<file path="config.mk">
export PLATFORM = sky130hd
export DESIGN_NAME = wb_mem_arbiter
export DESIGN_NICKNAME = d
export VERILOG_FILES = /design/src/rtl/wb_mem_arbiter.sv
export SDC_FILE = /design/constraint.sdc
export NUM_CORES = 1
export LEC_CHECK = 0
export CORE_AREA = 2 2 99 101
export CTS_CLUSTER_DIAMETER = 30
export DETAILED_ROUTE_END_ITERATION = 7
export DIE_AREA = 0 0 101 103
export GPL_TIMING_DRIVEN = 1
export PLACE_DENSITY = 0.84
export SETUP_SLACK_MARGIN = 0.15
export SYNTH_ARGS = -nofsm -noshare
export SYNTH_HDL_FRONTEND = slang
export SYNTH_SLANG_ARGS = --single-unit
</file>
<file path="constraint.sdc">
create_clock -name cpu_clock_i -period 3.5 [get_ports cpu_clock_i]
set_input_delay 0.7 -clock cpu_clock_i [delete_from_list [all_inputs] [get_ports cpu_clock_i]]
set_output_delay 0.7 -clock cpu_clock_i [all_outputs]
set_load 0.005 [all_outputs]
</file>
<file path="src/rtl/wb_mem_arbiter.sv">
// Two-master pipelined Wishbone arbiter: instruction cache (m0) and data cache (m1)
// share one memory slave, with frame-level round-robin grant, outstanding tracking and a watchdog.
module wb_mem_arbiter #(
  parameter int AW      = 12,
  parameter int MAX_OUT = 4,
  parameter int TIMEOUT = 255
) (
  input  logic          cpu_clock_i,
  input  logic          cpu_rst_i,
  input  logic          m0_cyc_i,
  input  logic          m0_stb_i,
  input  logic          m0_we_i,
  input  logic [AW-1:0] m0_adr_i,
  input  logic [31:0]   m0_dat_i,
  input  logic [3:0]    m0_sel_i,
  output logic          m0_stall_o,
  output logic          m0_ack_o,
  output logic          m0_err_o,
  output logic [31:0]   m0_dat_o,
  input  logic          m1_cyc_i,
  input  logic          m1_stb_i,
  input  logic          m1_we_i,
  input  logic [AW-1:0] m1_adr_i,
  input  logic [31:0]   m1_dat_i,
  input  logic [3:0]    m1_sel_i,
  output logic          m1_stall_o,
  output logic          m1_ack_o,
  output logic          m1_err_o,
  output logic [31:0]   m1_dat_o,
  output logic          wb_cyc_o,
  output logic          wb_stb_o,
  output logic          wb_we_o,
  output logic [AW-1:0] wb_adr_o,
  output logic [31:0]   wb_dat_o,
  output logic [3:0]    wb_sel_o,
  input  logic          wb_stall_i,
  input  logic          wb_ack_i,
  input  logic          wb_err_i,
  input  logic [31:0]   wb_dat_i
);

  localparam int OW = $clog2(MAX_OUT + 1);
  localparam logic [1:0] IDLE = 2'd0;
  localparam logic [1:0] GNT0 = 2'd1;
  localparam logic [1:0] GNT1 = 2'd2;

  logic [1:0]    state_q, state_d;
  logic          last_q, last_d;
  logic [OW-1:0] outst_q, outst_d;
  logic [15:0]   wdog_q, wdog_d;

  logic gnt0, gnt1, granted, full, fire, resp_ok;
  logic sel_cyc, sel_stb, accept, complete;

  assign gnt0    = (state_q == GNT0);
  assign gnt1    = (state_q == GNT1);
  assign granted = gnt0 | gnt1;
  assign full    = (outst_q == OW'(MAX_OUT));
  assign resp_ok = (outst_q != '0);
  assign fire    = granted & (wdog_q == 16'(TIMEOUT));

  assign sel_cyc = (gnt0 & m0_cyc_i) | (gnt1 & m1_cyc_i);
  assign sel_stb = (gnt0 & m0_stb_i) | (gnt1 & m1_stb_i);

  // A watchdog expiry kills the whole cycle, so the strobe is suppressed with cyc.
  assign wb_cyc_o = sel_cyc & ~fire;
  assign wb_stb_o = sel_stb & ~full & ~fire;
  assign wb_we_o  = (gnt0 & m0_we_i) | (gnt1 & m1_we_i);
  assign wb_adr_o = gnt0 ? m0_adr_i : (gnt1 ? m1_adr_i : '0);
  assign wb_dat_o = gnt0 ? m0_dat_i : (gnt1 ? m1_dat_i : '0);
  assign wb_sel_o = gnt0 ? m0_sel_i : (gnt1 ? m1_sel_i : '0);

  assign m0_dat_o = wb_dat_i;
  assign m1_dat_o = wb_dat_i;

  // Responses with nothing outstanding are stale (aborted frame) and are swallowed.
  assign m0_ack_o = gnt0 & resp_ok & wb_ack_i;
  assign m1_ack_o = gnt1 & resp_ok & wb_ack_i;
  assign m0_err_o = gnt0 & ((resp_ok & wb_err_i) | fire);
  assign m1_err_o = gnt1 & ((resp_ok & wb_err_i) | fire);

  assign m0_stall_o = m0_stb_i & ~(gnt0 & ~wb_stall_i & ~full & ~fire);
  assign m1_stall_o = m1_stb_i & ~(gnt1 & ~wb_stall_i & ~full & ~fire);

  assign accept   = wb_stb_o & ~wb_stall_i;
  assign complete = granted & resp_ok & (wb_ack_i | wb_err_i);

  always_comb begin
    state_d = state_q;
    last_d  = last_q;
    outst_d = outst_q;
    wdog_d  = wdog_q;
    case (state_q)
      IDLE: begin
        outst_d = '0;
        wdog_d  = '0;
        if (m0_cyc_i && m1_cyc_i) begin
          state_d = last_q ? GNT0 : GNT1;
          last_d  = ~last_q;
        end else if (m0_cyc_i) begin
          state_d = GNT0;
          last_d  = 1'b0;
        end else if (m1_cyc_i) begin
          state_d = GNT1;
          last_d  = 1'b1;
        end
      end
      default: begin
        if (!sel_cyc || fire) begin
          state_d = IDLE;
          outst_d = '0;
          wdog_d  = '0;
        end else begin
          if (accept && !complete) begin
            outst_d = outst_q + 1'b1;
          end else if (complete && !accept) begin
            outst_d = outst_q - 1'b1;
          end
          if (accept || complete) begin
            wdog_d = '0;
          end else if (resp_ok) begin
            wdog_d = wdog_q + 16'd1;
          end
        end
      end
    endcase
  end

  always_ff @(posedge cpu_clock_i or posedge cpu_rst_i) begin
    if (cpu_rst_i) begin
      state_q <= IDLE;
      last_q  <= 1'b1;
      outst_q <= '0;
      wdog_q  <= '0;
    end else begin
      state_q <= state_d;
      last_q  <= last_d;
      outst_q <= outst_d;
      wdog_q  <= wdog_d;
    end
  end

endmodule

</file>
==> results of run 1 <==
Yosys cell counts (4+ instances only):
cell / number / share of area, %
clkbuf_1: 17 / 2.5
xnor2_1: 5 / 1.7
inv_1: 7 / 1.0
xor2_1: 7 / 2.4
o21ai_0: 57 / 11
nand2_1: 102 / 15
dfrtp_1: 21 / 20
buf_4: 64 / 18
nor3_1: 19 / 3.7
nor2_1: 7 / 1.0
nand4_1: 7 / 1.7
ha_1: 4 / 1.9
a31oi_1: 4 / 0.96
metal layers:
| metal | GRT usage [%] | vias up |
|---|---|---|
| met5 | 0 | - |
| met4 | 1.87 | 0 |
| met3 | 10.3 | 4 |
| met2 | 31.7 | 170 |
| met1 | 27.9 | 1334 |
| li1 | - | 1388 |
layout by cell type (no fill, tap or decap), types with 7 or more instances in the layout:
cell,n
clkdlybuf4s50_1,163
nand2_1,102
o21ai_0,57
dfrtp_1,21
nor3_1,19
nor2_1,7
nand4_1,7
xor2_1,7
inv_1,7
where the power goes:
| part | leakage (uW) | switching, uW | internal, uW |
|---|---|---|---|
| clock network | 0.0000357 | 87.5 | 153 |
| logic | 0.00113 | 777 | 803 |
| registers | 0.000302 | 15.5 | 277 |
| total | 0.00146 | 880 | 1230 |
cell families after synthesis:
group / Yosys count / synth area share (%)
and+or+nand+nor: 162 / 29.1
buffers and inverters: 94 / 23.8
xor gates and xnor gates: 12 / 4.04
DFF: 22 / 21.2
AOI/OAI and AO/OA: 79 / 18.0
adders and majority gates: 5 / 2.69
muxes: 3 / 1.15
cell type report:
class / count / area, um2 / share of cell area [%]
inverters: 7 / 26.3 / 0.660
clock inverters: 1 / 30.0 / 0.754
clock buffers: 3 / 41.3 / 1.04
diodes: 1 / 2.50 / 0.0629
repair buffers: 171 / 1730 / 43.4
well taps: 114 / 143 / 3.58
flip-flops and latches: 22 / 552 / 13.9
multi-input cells: 261 / 1460 / 36.6
worst register-to-register path: stages, from the launching register on:
cell	delay, ps
dfrtp_1	380
inv_1	110
ha_1	310
nor4bb_1	270
nand4_1	150
or2_4	290
and2_2	180
fa_1	390
and3_2	190
mux2i_1	170
mux2i_1	210
final timing paths:
kind	startpoint	endpoint	slack, ps	cells past startpoint
max in group asynchronous	cpu_rst_i	wdog_q[12]	1980	2
hold reg to reg	last_q	last_q	540	2
min in group asynchronous	cpu_rst_i	wdog_q[14]	980	2
setup reg to reg	state_q[1]	outst_q[2]	780	10
hold / removal	last_q	last_q	540	2
setup / recovery	state_q[0]	wb_dat_o[4]	260	6
repair_timing:
action	in CTS	in global routing
setup endpoints to repair	4	8
pin swaps	1	1
setup buffers	1	2
resized for setup	1	1
registers in the layout, summed over array words and instances, names as in the netlist:
name and flops:
outst_q 3, wdog_q 16, state_q 2, last_q 1
through the flow:
stage / std cells / setup slack [ps] / hold slack [ps] / cell area, um2 / utilization, %
global placement: 572 / 410 / 510 / 3860 / 40.8
detailed placement: 572 / 338 / 529 / 3860 / 40.8
finish: 580 / 257 / 538 / 3980 / 42.1
floorplan: 377 / 945 / 501 / 2600 / -
global route: 579 / 129 / 575 / 3980 / 42.1
CTS: 577 / 184 / 536 / 3950 / 41.7
==> results.sh, run 1 <==
export IMPL_status="finished clean"
export IMPL_grt_overflow=0
export IMPL_final_setup_skew_ps=7.84
export IMPL_path_buf_inv=3
export IMPL_syn_avg_cell_area_um2=6.91
export IMPL_nets=610
export IMPL_grt_max_degree=65
export IMPL_clkSlewWorstSetupHoldPaths_ps=80
export IMPL_slew_headroom_pct=36.0
export IMPL_drt_wl_total_mm=12.0
export IMPL_grt_pass1_wl_mm=16.2
export IMPL_wl_per_cell_um=20.7
export IMPL_postCtsHoldBufs=0
export IMPL_async_flop_share_pct=100
export IMPL_required_ps=2800
export IMPL_drc_errors=0
export IMPL_period_share_pct=92.7
export IMPL_die_area_mm2=0.0104
export IMPL_grt_pass1_vias=2645
export IMPL_ir_drop_mv=0.214
export IMPL_route_vias_total=2896
export IMPL_rows=36
export IMPL_slowest_stage="clkdlybuf4s50_1"
export IMPL_final_max_slew_violation_count=0
export IMPL_antenna_found_initial=0
export IMPL_synth_distinct_cells=47
export IMPL_cellPowerDensity_mw_per_mm2=531
export IMPL_total_power_uw=2110
export IMPL_cts_sinks=22
export IMPL_synthesis_area_mm2=0.00260
export IMPL_cap_viol_max_count=0
export IMPL_startpoint_type="register"
export IMPL_setup_tns_ps=0
export IMPL_ant_nets=0
export IMPL_routed_top_layer="met4"
export IMPL_cp_max_fo=25
export IMPL_rsz0062_at_grt="yes"
export IMPL_critical_path_top_delay_family="buffers and inverters"
export IMPL_fillers=969
export IMPL_wl_met3_mm=1.46
export IMPL_crit_chain="inv_1, ha_2, buf_12, nand2_1, o21ai_0, clkdlybuf4s50_1"
export IMPL_synth_ff_latch_count=22
export IMPL_ys_warn_count=0
export IMPL_ys_seq_area_share_pct=21.2
export IMPL_die_h_um=103
export IMPL_clock_latency_ps=270
export IMPL_timing_fmax_mhz=308
export IMPL_worstSetupPathType="register to primary output"
export IMPL_cts_root_buf="clkbuf_8"
export IMPL_syn_to_final_growth_pct=52.9
export IMPL_fin_crit_ps=3240
export IMPL_gp_congestion=0.822
export IMPL_drive_above_1_share_pct=6.24
export IMPL_ios=260
export IMPL_synth_nets=521
export IMPL_viasPerCell=4.99
export IMPL_first_pass_iters=5
export IMPL_htreeDepth=1
export IMPL_netlist_instances=377
export IMPL_dr_first_iter_drc_count=132
export IMPL_cpPeakStageDelay_ps=630
export IMPL_cts_tree="built"
export IMPL_synth_edf_count=0
export IMPL_final_hold_viol_count=0
export IMPL_grtUsageTotal_pct=20.9
export IMPL_cts_max_path_buffers=2
export IMPL_numCtsBuffers=3
export IMPL_hold_path_class="register to register"
export IMPL_cp_arrival_ps=2540
export IMPL_core_area_mm2=0.00946
export IMPL_start_util_pct=27.5
export IMPL_p_leak_uw=0.00146
export IMPL_worstSetupEndpointType="primary output"
export IMPL_wl_met2_mm=5.30
export IMPL_worst_pin_slew_ps=952
export IMPL_wl_met1_mm=5.18
export IMPL_dp_hpwl_mm=9.60
export IMPL_synth_ff_type="dfrtp_1"
export IMPL_io_buffers=163
export IMPL_finalSetupViolCount=0
export IMPL_fp_dieW_um=101
Power figures use the tool's default switching activity.
==> run 2, diff against run 1 <==
==> config.mk (replaced) <==
export PLATFORM = sky130hd
export DESIGN_NAME = wb_mem_arbiter
export DESIGN_NICKNAME = d
export VERILOG_FILES = /design/src/rtl/wb_mem_arbiter.sv
export SDC_FILE = /design/constraint.sdc
export NUM_CORES = 1
export LEC_CHECK = 0
export CORE_AREA = 2 2 101 103
export DETAILED_ROUTE_END_ITERATION = 7
export DIE_AREA = 0 0 103 105
export GPL_TIMING_DRIVEN = 1
export MAX_ROUTING_LAYER = met4
export PLACE_DENSITY = 0.82
export SETUP_SLACK_MARGIN = 0.15
export SYNTH_ARGS = -nofsm -noshare
export SYNTH_HDL_FRONTEND = slang
export SYNTH_SLANG_ARGS = --single-unit
==> constraint.sdc (replaced) <==
create_clock -name cpu_clock_i -period 4.1 [get_ports cpu_clock_i]
set_input_delay 0.82 -clock cpu_clock_i [delete_from_list [all_inputs] [get_ports cpu_clock_i]]
set_output_delay 0.82 -clock cpu_clock_i [all_outputs]
set_load 0.005 [all_outputs]
==> run 2 against run 1 <==
Combinational power decreased by 21%. Non-clock buffer count decreased by 4. Worst setup slack improved by 260 ps. Highest routed layer unchanged.
==> results.sh, run 2 (synthesis gave the netlist of run 1 again) <==
export IMPL_cpPeakStageDelay_ps=580
export IMPL_cp_max_fo=5
export IMPL_hold_path_class="register to register"
export IMPL_cap_viol_max_count=0
export IMPL_cellPowerDensity_mw_per_mm2=425
export IMPL_first_pass_iters=4
export IMPL_cts_sinks=22
export IMPL_die_h_um=105
export IMPL_final_hold_viol_count=0
export IMPL_layout_commonest_cell="clkdlybuf4s50_1"
export IMPL_clkSlewWorstSetupHoldPaths_ps=80
export IMPL_grtUsageTotal_pct=20.2
export IMPL_rows=36
export IMPL_worstSetupEndpointType="primary output"
export IMPL_status="finished clean"
export IMPL_finalNonFillerCells=594
export IMPL_htreeDepth=1
export IMPL_drc_errors=0
export IMPL_p_leak_uw=0.00142
export IMPL_postCtsHoldBufs=0
export IMPL_total_power_uw=1660
export IMPL_final_max_slew_violation_count=0
export IMPL_core_area_mm2=0.00964
export IMPL_post_cts_resize_count=0
export IMPL_ir_drop_mv=0.202
export IMPL_syn_to_final_growth_pct=50.1
export IMPL_viasPerCell=4.91
export IMPL_cts_max_path_buffers=2
export IMPL_max_flop_register="wdog_q"
export IMPL_slowest_stage="clkdlybuf4s50_1"
export IMPL_grt_pass1_wl_mm=16.0
export IMPL_wl_met3_mm=1.80
export IMPL_n_antenna_cell=0
export IMPL_drt_wl_total_mm=11.5
export IMPL_wl_per_cell_um=19.4
export IMPL_largest_reg_flops=16
export IMPL_wl_met1_mm=4.78
export IMPL_worst_pin_slew_ps=930
export IMPL_cts_root_buf="clkbuf_8"
export IMPL_wl_met2_mm=4.86
export IMPL_die_area_mm2=0.0108
export IMPL_drive_above_1_share_pct=5.21
export IMPL_crit_chain="inv_1, ha_1, nor4bb_1, nand4_1, or2_2, a21boi_0, clkdlybuf4s50_1"
export IMPL_route_vias_total=2915
export IMPL_routed_top_layer="met4"
export IMPL_fin_crit_ps=3580
export IMPL_slew_headroom_pct=37.5
export IMPL_nets=606
export IMPL_cp_arrival_ps=2760
export IMPL_top_regs="wdog_q x16, outst_q x3, state_q x2"
export IMPL_pre_cts_slack_ps=866
export IMPL_start_util_pct=27.0
export IMPL_setup_tns_ps=0
export IMPL_ant_nets=0
export IMPL_cts_tree="built"
export IMPL_worstSetupPathType="register to primary output"
export IMPL_final_setup_skew_ps=1.77
export IMPL_fillers=1023
export IMPL_fin_util_pct=40.6
export IMPL_grt_overflow=0
export IMPL_final_cell_mix="163 x clkdlybuf4s50_1, 102 x nand2_1, 57 x o21ai_0, 21 x dfrtp_1, 19 x nor3_1"
export IMPL_dr_first_iter_drc_count=226
export IMPL_timing_fmax_mhz=279
export IMPL_clock_latency_ps=260
export IMPL_post_cts_setup_buffers=0
export IMPL_ios=260
export IMPL_startpoint_type="register"
export IMPL_rsz0062_at_grt="no"
export IMPL_fp_dieW_um=103
export IMPL_required_ps=3280
export IMPL_io_buffers=163
export IMPL_path_buf_inv=2
export IMPL_critical_path_top_delay_family="simple AND/OR/NAND/NOR gates"
export IMPL_dp_hpwl_mm=9.52
export IMPL_numCtsBuffers=3
export IMPL_dp_cells=590
export IMPL_finalSetupViolCount=0
export IMPL_gp_congestion=0.883
export IMPL_antenna_found_initial=0
export IMPL_grt_max_degree=59
export IMPL_grt_pass1_vias=2720
export IMPL_period_share_pct=87.3
export IMPL_setup_ws_ps=520
==> run 2: cell types whose count changed in the layout (fill, tap and decap cells not counted), sizes merged <==
cell,delta
buf,-4
bufinv,-1
diode,-1
clkbuf,+1
==> run 2: routing by layer <==
layer | vias up | global-route usage, %
met3 | 8 | 9.30
met5 | - | -
met4 | 0 | 3.67
met1 | 1315 | 27.3
li1 | 1382 | -
met2 | 210 | 28.1
==> run 2: stage by stage <==
| step | instance area (um2) | hold WS, ps |
|---|---|---|
| global route | 3910 | 603 |
| finish | 3910 | 571 |
| detailed placement | 3850 | 550 |
| global placement | 3850 | 512 |
| CTS | 3910 | 557 |
| floorplan | 2600 | 501 |
==> run 2: final timing paths <==
path	start	endpoint	slack (ps)	depth (start not counted)
worst max-delay path	state_q[0]	m0_err_o	520	7
worst min-delay path	last_q	last_q	570	2
worst max register to register	state_q[0]	outst_q[1]	1220	8
worst min register to register	last_q	last_q	570	2
max in group asynchronous	cpu_rst_i	wdog_q[2]	2570	2
min in group asynchronous	cpu_rst_i	wdog_q[6]	1020	2
==> run 2: power breakdown <==
part           internal [uW]  switching, uW
Sequential               236           14.5
Clock                   85.7           72.4
Combinational            635            617
Total                    957            704
==> run 2: layout make-up <==
type	instances	area (um2)	share of cell area, %
timing repair buffer	167	1660	42.5
multi-input combinational	261	1450	37.0
sequential	22	552	14.1
tap	133	166	4.26
clock buffer	4	55.1	1.41
inverter	7	26.3	0.672
==> run 2: worst register-to-register path, cell delays in order, from the launching register on <==
cell	delay, ps
dfrtp_1	410
inv_1	140
ha_2	630
a22oi_1	310
a2111oi_4	440
and2_2	220
fa_1	410
o21ai_0	80
nor3b_2	170
